### config.mk
export PLATFORM = sky130hd
export DESIGN_NAME = button_conditioner
export DESIGN_NICKNAME = d
export VERILOG_FILES = /design/src/rtl/button_conditioner.sv
export SDC_FILE = /design/constraint.sdc
export NUM_CORES = 1
export LEC_CHECK = 0
export ABC_AREA = 0
export CELL_PAD_IN_SITES_DETAIL_PLACEMENT = 0
export CELL_PAD_IN_SITES_GLOBAL_PLACEMENT = 1
export CORE_ASPECT_RATIO = 0.5
export CORE_MARGIN = 2
export CORE_UTILIZATION = 49
export CTS_BUF_LIST = sky130_fd_sc_hd__clkbuf_2 sky130_fd_sc_hd__clkbuf_4 sky130_fd_sc_hd__clkbuf_8
export DETAILED_ROUTE_END_ITERATION = 16
export GPL_TIMING_DRIVEN = 0
export PLACE_DENSITY = 0.94
export RECOVER_POWER = 25
export SYNTH_ARGS = -nofsm -noshare
export SYNTH_HDL_FRONTEND = slang
export SYNTH_SLANG_ARGS = --single-unit
### constraint.sdc
create_clock -name clk -period 2.4 [get_ports clk]
set_input_delay 0.48 -clock clk [delete_from_list [all_inputs] [get_ports clk]]
set_output_delay 0.48 -clock clk [all_outputs]
set_load 0.05 [all_outputs]
### src/rtl/button_conditioner.sv
// -----------------------------------------------------------------------------
// button_conditioner
//   Turns a raw, bouncing, active-low push-button into clean single-cycle step
//   events for the LED shifter. The path is: two-flop synchronizer, counter
//   debouncer, press-edge detect, then an optional hold-to-auto-repeat FSM.
//
// Parameters
//   DEBOUNCE_CYCLES : consecutive disagreeing samples needed to flip the
//                     stable level (>=1)
//   REPEAT_EN       : 1 = auto-repeat while held, 0 = one pulse per press
//   REPEAT_DELAY    : cycles from the press pulse to the first repeat (>=1)
//   REPEAT_PERIOD   : cycles between later repeat pulses (>=1)
//
// Ports
//   clk    : system clock, rising edge
//   reset  : synchronous, active-high
//   btn_n  : raw asynchronous button, 0 = pressed
//   pressed: debounced level, 1 = held (registered)
//   step   : one-cycle active-high step pulse (registered)
//   step_n : registered inverse of step, feeds the shifter's active-low input
// -----------------------------------------------------------------------------
module button_conditioner #(
  parameter int unsigned DEBOUNCE_CYCLES = 50000,
  parameter bit          REPEAT_EN       = 1'b1,
  parameter int unsigned REPEAT_DELAY    = 25000000,
  parameter int unsigned REPEAT_PERIOD   = 5000000
) (
  input  logic clk,
  input  logic reset,
  input  logic btn_n,
  output logic pressed,
  output logic step,
  output logic step_n
);

  // Counters only ever reach PARAM-1, so $clog2(PARAM) bits suffice (min 1).
  localparam int unsigned DEB_W   = (DEBOUNCE_CYCLES > 1) ? $clog2(DEBOUNCE_CYCLES) : 1;
  localparam int unsigned REP_MAX = (REPEAT_DELAY > REPEAT_PERIOD) ? REPEAT_DELAY : REPEAT_PERIOD;
  localparam int unsigned REP_W   = (REP_MAX > 1) ? $clog2(REP_MAX) : 1;

  localparam logic [DEB_W-1:0] DEB_LAST     = DEB_W'(DEBOUNCE_CYCLES - 1);
  localparam logic [REP_W-1:0] REP_DLY_LAST = REP_W'(REPEAT_DELAY - 1);
  localparam logic [REP_W-1:0] REP_PER_LAST = REP_W'(REPEAT_PERIOD - 1);

  typedef enum logic [1:0] {
    S_RELEASED = 2'd0,
    S_DELAY    = 2'd1,
    S_REPEAT   = 2'd2
  } state_e;

  // ---------------------------------------------------------------------------
  // Synchronizer + debouncer
  // ---------------------------------------------------------------------------
  logic [1:0]       sync_q;      // [0] = first flop, [1] = second flop
  logic             stable_q, stable_d;   // 1 = released
  logic [DEB_W-1:0] deb_cnt_q, deb_cnt_d;
  logic             pressed_q;

  // Next stable level is computed combinationally so the press edge, pressed
  // and step all update on the same clock edge as the debounced flip.
  always_comb begin
    stable_d  = stable_q;
    deb_cnt_d = '0;
    if (sync_q[1] != stable_q) begin
      if (deb_cnt_q == DEB_LAST) stable_d  = sync_q[1];
      else                       deb_cnt_d = deb_cnt_q + 1'b1;
    end
  end

  always_ff @(posedge clk) begin
    if (reset) begin
      sync_q    <= 2'b11;
      stable_q  <= 1'b1;
      deb_cnt_q <= '0;
      pressed_q <= 1'b0;
    end else begin
      sync_q    <= {sync_q[0], btn_n};
      stable_q  <= stable_d;
      deb_cnt_q <= deb_cnt_d;
      pressed_q <= ~stable_d;
    end
  end

  logic press_edge, release_edge;
  assign press_edge   =  stable_q & ~stable_d;
  assign release_edge = ~stable_q &  stable_d;

  // ---------------------------------------------------------------------------
  // Repeat FSM with registered step / step_n
  // ---------------------------------------------------------------------------
  state_e           state_q;
  logic [REP_W-1:0] rep_cnt_q;
  logic             step_q, step_n_q;

  always_ff @(posedge clk) begin
    if (reset) begin
      state_q   <= S_RELEASED;
      rep_cnt_q <= '0;
      step_q    <= 1'b0;
      step_n_q  <= 1'b1;
    end else begin
      step_q   <= 1'b0;
      step_n_q <= 1'b1;
      case (state_q)
        S_RELEASED: begin
          if (press_edge) begin
            step_q    <= 1'b1;
            step_n_q  <= 1'b0;
            rep_cnt_q <= '0;
            state_q   <= S_DELAY;
          end
        end
        S_DELAY: begin
          // Release is checked first so it suppresses a repeat due this edge.
          if (release_edge) begin
            rep_cnt_q <= '0;
            state_q   <= S_RELEASED;
          end else if (!REPEAT_EN) begin
            rep_cnt_q <= '0;
          end else if (rep_cnt_q == REP_DLY_LAST) begin
            step_q    <= 1'b1;
            step_n_q  <= 1'b0;
            rep_cnt_q <= '0;
            state_q   <= S_REPEAT;
          end else begin
            rep_cnt_q <= rep_cnt_q + 1'b1;
          end
        end
        S_REPEAT: begin
          if (release_edge) begin
            rep_cnt_q <= '0;
            state_q   <= S_RELEASED;
          end else if (rep_cnt_q == REP_PER_LAST) begin
            step_q    <= 1'b1;
            step_n_q  <= 1'b0;
            rep_cnt_q <= '0;
          end else begin
            rep_cnt_q <= rep_cnt_q + 1'b1;
          end
        end
        default: begin
          rep_cnt_q <= '0;
          state_q   <= S_RELEASED;
        end
      endcase
    end
  end

  assign pressed = pressed_q;
  assign step    = step_q;
  assign step_n  = step_n_q;

endmodule
# [Word level (Yosys, flattened, before mapping)]
# Index checks and enable logic that the tools add are counted.
[totals] register_bits=49 inputBits=3 output_inout_bits=3 elab_cells=52
[op_classes] n_addsub=2 n_eq_ne=9 muxes=25 n_bitwise=5 n_reduce_logical=3
[ops] cell="25-bit 2-to-1 mux" count=5
[ops] cell="25-bit one-hot mux with 3 select lines" count=1
[ops] cell="25-bit by 1-bit adder with 25-bit output, second input constant" count=1
[ops] cell="25-bit by 23-bit equality test with 1-bit output, second input constant" count=1
[ops] cell="25-bit equality test, second input constant" count=1
[ops] cell="16-bit by 1-bit adder with 16-bit output, second input constant" count=1
[ops] cell="16-bit equality test, second input constant" count=1
[ops] cell="1-bit 2-to-1 mux" count=12
[ops] cell="2-bit 2-to-1 mux" count=4
[ops] cell="1-bit one-hot mux with 3 select lines" count=2
[ops] cell="2-bit one-hot mux with 3 select lines" count=1
[ops] cell="2-bit inequality test, second input constant" count=2
[ops] cell="3-bit inequality test, second input constant" count=1
[ops] cell="1-bit NOT" count=3
[ops] cell="3-bit AND reduction" count=1
[ops] cell="3-bit OR reduction" count=1
[ops] cell="1-bit bitwise AND" count=2
[ops] cell="2-bit by 1-bit equality test with 1-bit output, second input constant" count=1
[ops] cell="2-bit equality test, second input constant" count=1
[ops] cell="2-bit logical NOT" count=1
[ops] cell="1-bit inequality test" count=1

# [Logic depth before layout (Yosys ltp)]
# Gate-level depths: netlist of run 1.
[depth] word_depth=7 mapped_depth=8 ltp_nobuf=7

# [Least setup slack after synthesis of run 1]
# Ideal clock, no wire load.
[synth_timing] path_kind="reg-to-reg" startpoint="register rep_cnt_q[16]" endpoint="register step_n_q, in the netlist step_n" setup_ps=124 t_arrival_ps=1812 required_ps=2276 path_slack_ps=464 stages_incl_launch_ff=8 n_path_buf=1 synth_period_minus_slack_ps=1936 path_cell_list="dfxtp_1 buf_4 or4_4 nor4_4 nand4_1 o21ai_1 nand2_1 a2111o_1"
[synth_between] elab_chain_cells=4 word_cells_on_any_way=7 cone_classes="eq/ne: 2; mux: 5"
[synth_rtl] item="start, declared" line_no="92" text="logic [REP_W-1:0] rep_cnt_q;"
[synth_rtl] item="start signal, assigned" line_no="126" text="rep_cnt_q <= rep_cnt_q + 1'b1;"
[synth_rtl] item="start signal, assigned" line_no="138" text="rep_cnt_q <= rep_cnt_q + 1'b1;"
[synth_rtl] item="25-bit by 23-bit equality test with 1-bit output / 25-bit equality test (equally long branches)" line_no="133, 120"
[synth_rtl] item="1-bit 2-to-1 mux (on tied branches)" line_no="133, 120"
[synth_rtl] item="1-bit 2-to-1 mux (on tied branches)" line_no="130, 115"
[synth_rtl] item="1-bit one-hot mux with 3 select lines (*)" line_no="104" text="case (state_q)"
[synth_rtl] item="end signal, assigned" line_no="103" text="step_n_q <= 1'b1;"
[synth_rtl] item="end signal, assigned" line_no="108" text="step_n_q <= 1'b0;"
[synth_rtl] item="end signal, assigned" line_no="135" text="step_n_q <= 1'b0;"
[synth_rtl] item="end, declared" line_no="93" text="logic step_q, step_n_q;"
# Every way passes the cells marked *; elsewhere a longest branch is shown, timed or not.
# A chain may end at the register's enable or synchronous reset.

# [Worst setup path after layout of run 1]
[layout_timing] startpoint="register rep_cnt_q[0]" endpoint="register step_q, in the netlist step"
[layout_between] elab_chain_cells=4 word_cells_on_any_way=7 cone_classes="eq/ne: 2; mux: 5"
[layout_rtl] item="25-bit by 23-bit equality test with 1-bit output / 25-bit equality test (equally long branches)" line_no="133, 120"
[layout_rtl] item="1-bit 2-to-1 mux (on tied branches)" line_no="133, 120"
[layout_rtl] item="1-bit 2-to-1 mux (on tied branches)" line_no="130, 115"
[layout_rtl] item="1-bit one-hot mux with 3 select lines (*)" line_no="104"
[layout_rtl] item="end signal, assigned" line_no="102" text="step_q <= 1'b0;"
[layout_rtl] item="end signal, assigned" line_no="107" text="step_q <= 1'b1;"
[layout_rtl] item="end signal, assigned" line_no="134" text="step_q <= 1'b1;"
[layout_rtl] item="end, declared" line_no="93"
# Marks and branches as above.

==> results.md, run 1 <==
Run status:
- The flow ran to the end, and the final reports show no timing, DRC or antenna violations.

Floorplanning:
- The die is 56.3 µm tall.
- The floorplan step defined a die boundary enclosing 6120 µm².
- The standard cell core area is 5090 µm².
- The floorplan has 18 rows.
- The starting density of the core is 52.7%.
- The die width is 109 µm.
- The I/O pin total is 6.

Yosys:
- The async set or reset register ratio after synthesis is 0%.
- The commonest cells after synthesis are dfxtp_1 (49), nand3_1 (46), nand2_1 (41).
- The number of unique standard cell types used by synthesis is 51.
- The most used flip-flop cell after synthesis is dfxtp_1.
- In this run, synthesis inferred 0 flip-flops with an integrated enable.
- The share of the synthesized area in the top cell type is 36.6%.
- Synthesis produced a netlist whose cell count is 330.
- The mux cell area share after synthesis is 0.373%.
- The post-synthesis sequential area ratio is 36.6%.
- In this run, synthesis produced a sequential element count of 49.
- For this run, the number of Yosys warnings is 0.
- The synthesized netlist net count is 339.
- Among all cell types in the netlist, the one instantiated most often is dfxtp_1.
- The post-synthesis share of cell area spent on and, or, nand and nor gates is 37.0%.
- The largest family of logic cells by synthesized area is simple AND/OR/NAND/NOR gates.
- The compound-gate portion of the synthesized area is 13.0%.
- The synthesized area per cell is 8.13 µm².
- By area the synthesized netlist is led by dfxtp_1 (37%), nand3_1 (8.6%), nand2_1 (5.7%).
- The cell taking the most area after synthesis is dfxtp_1.
- Of the total synthesized cell area, the portion taken by full adders, half adders and majority gates is 2.80%.
- After synthesis the cells add up to 2680 µm².
- The post-synthesis xor/xnor area fraction is 4.57%.

GRT:
- The largest net degree at the start of global routing is 17.
- Global routing used 22.6% of the available tracks.
- The via count of the first global-routing pass is 2283.
- The number of antenna violations at the first check in global routing is 0.
- Summed over all layers, the global routing overflow is 0.
- The first global-routing pass estimated 10.9 mm of wire.

Finish:
- In the final design database the tool counted 352 nets.
- The count of cells in the finished layout, fillers not included, comes to 414.
- The utilization after layout is 58.5%.
- Counting the fill cells in the layout gives 456.
- The post-route netlist has 11.6% of its cells at a drive strength greater than 1.
- Compared with the post-synthesis result, the final layout area differs by 11.1%.
- The count of antenna diodes in the layout is 0.

Detailed routing:
- The average detailed-routed wire length per instance is 15.3 µm.
- The violation count after the first detailed-route iteration is 182.
- The number of iterations in the first detailed-routing pass is 4.
- The DRC violations left is 0.
- The routed design has 6.34 mm of wire.
- The total number of vias is 2475.
- The number of vias per cell is 5.98.
- The residual antenna-violating net count after detailed routing is 0.

Clock tree:
- The hold-fix buffer count after cts is 0.
- The clock net sink count is 49.
- The clock-pin slew on the worst setup and hold paths is 0.10 ns.
- The insertion delay of the later-clocked pin in the worst-skew pair is 0.31 ns.
- The H-tree generated during clock tree synthesis spans 2 levels.
- The root buffer cell is clkbuf_8.
- The clock passes through at most 2 buffers.
- Buffers inserted during clock tree synthesis total 5.
- TritonCTS built the clock tree.

Pwr:
- The internal power summed over all cells is 0.00124 W.
- Net switching is 20.4% of the power.
- The power per unit of standard cell area is 523 nW/µm².
- The share of total power dissipated in the clock network is 46.3%.
- The relative contribution of combinational cells to total power is 1.3%.
- In this run, flip-flops and latches consume 52.4% of the power.
- IR analysis of the VDD net gives a maximum drop of 0.270 mV.
- The leakage component of the power is 0.985 nW.
- In this run the power spent charging and discharging nets is 0.000318 W.

STA:
- The achievable frequency is 0.458 GHz.
- The worst path meets setup with 0.219 ns of slack.
- Setup repair after global routing left no endpoint under its margin.
- In the final timing run, aggregate negative setup slack is 0 ns.
- At the pin with the least slew margin, the transition time is 0.648 ns.
- The final hold violation count is 0.
- The worst relative slew slack is 56.4%.
- The post-route minimum period is 2.18 ns.
- The number of pins with negative max-slew slack in the final report came to 0.
- The clock tree skew after final layout is 0.00921 ns.
- Setup violations remaining at the end of the flow were counted as 0.
- Dividing the final minimum period by the clock period gives 90.9%.

Placement:
- The worst-case setup slack after placement is 0.0454 ns.
- Port buffering added 4 buffers.
- The HPWL after detailed placement is 4.43 mm.
- Once placement completed, the tool counted placed cells totaling 404.
- The final RePlAce weighted congestion is 0.864.

Critical path:
- Data on the critical path arrives at its endpoint at 2.40 ns.
- The worst setup path is captured at a flop.
- The worst-path maximum fanout is 9.
- The type of origin of the critical path is a flop.
- The type of the worst setup path is flop to flop.
- The data required time of the critical path is 2.62 ns.

Worst hold path:
- The worst hold path belongs to the class flop to flop.

Flow run:
- Max-cap violations in this run came to 0.
[per-layer routing]
layer | routed length [µm] | GRT usage [%]
met1 | 3100 | 30.8
met2 | 2950 | 36.8
met3 | 224 | 4.53
met4 | 67 | 5.31
met5 | 0 | 0
[worst max-delay path, stage by stage (launching register included)]
cell and delay, ns:
dfxtp_1 0.42, ha_1 0.24, nand3_2 0.26, nor4_4 0.31, nand3_1 0.17, o21ai_0 0.31, o21ai_0 0.14, a211oi_1 0.25
[area by class of cell]
cell class                      count  area (µm²)  share of cell area, %
Inverter                            8        30.0                   1.01
Multi-Input combinational cell    253        1560                   52.5
Clock inverter                      3        68.8                   2.31
Buffer                             20         124                   4.16
Tap cell                           70        87.6                   2.94
Sequential cell                    49         981                   32.9
Timing Repair Buffer                6        55.1                   1.85
Clock buffer                        5        68.8                   2.31
[worst paths after layout]
check	start	slack, ns	end	depth (start not counted)
min	sync_q[0]	0.42	sync_q[1]	1
max	rep_cnt_q[0]	0.22	step	7
min reg2reg	sync_q[0]	0.42	sync_q[1]	1
max reg2reg	rep_cnt_q[0]	0.22	step	7
[kinds of logic (layout without fill, tap and decap cells)]
kind of cell | Yosys count | in the layout
XOR/XNOR | 14 | 14
AND/OR/NAND/NOR | 181 | 181
AO/OA/AOI/OAI | 51 | 51
buffers and inverters | 28 | 42
adder cells (fa/ha/maj) | 6 | 6
multiplexers | 1 | 1
flip-flops | 49 | 49
[power by group through the flow]
| stage | combinational, W | sequential [W] | clock (W) |
|---|---|---|---|
| after floorplan | 0.0000125 | 0.000834 | 0 |
| after global placement | 0.0000194 | 0.000835 | 0 |
| after detailed placement | 0.0000200 | 0.000835 | 0 |
| after CTS | 0.0000198 | 0.000816 | 0.000727 |
| after global routing | 0.0000218 | 0.000817 | 0.000769 |
| final | 0.0000202 | 0.000816 | 0.000721 |
[stage by stage]
step | hold WS [ns] | total power, W | cell area (µm²)
after floorplan | 0.389 | 0.000847 | 2680
after global placement | 0.395 | 0.000854 | 2810
after detailed placement | 0.409 | 0.000855 | 2810
after CTS | 0.430 | 0.00156 | 2950
after global routing | 0.442 | 0.00161 | 2980
final | 0.424 | 0.00156 | 2980
[cell usage in the layout, fill, tap and decap left out, types with 3 or more instances in the layout]
master	count
or2_2	3
a31oi_1	20
dfxtp_1	49
or3_1	3
buf_6	5
nor3_1	7
xor2_1	9
nand3b_1	3
nand2_1	41
a21oi_1	8
and3_1	4
o21ai_0	5
nand3_1	46
nor2_1	38
nor4_4	4
ha_1	6
dlygate4sd3_1	3
clkbuf_8	5
inv_1	8
xnor2_1	5
nand4_1	14
buf_4	4
clkbuf_1	10
buf_2	3
[flip-flops by register name, summed over array words and instances, names as in the netlist]
signal and cells:
rep_cnt_q 25, deb_cnt_q 16, state_q 2, sync_q 2, pressed 1, stable_q 1
step 1, step_n 1
[repair_timing]
action | CTS | global route
hold endpoints to repair | 0 | 0
setup endpoints to repair | 0 | 28
buffers inserted | 0 | 2
resized for setup | 0 | 4
Power figures use the tool's default switching activity.
==> inputs of run 2 (changes only) <==
--- a/constraint.sdc
+++ b/constraint.sdc
@@ -3,2 +3,2 @@
 set_output_delay 0.48 -clock clk [all_outputs]
-set_load 0.05 [all_outputs]
+set_load 0.01 [all_outputs]
==> results of run 2 <==
Final layout, timing and power as in run 1 (identical DEF).
==> inputs of run 3 (changes only) <==
Settings changed: CTS_CLUSTER_SIZE set to 14.
==> results of run 3 <==
Final layout, timing and power as in run 1 (identical DEF).
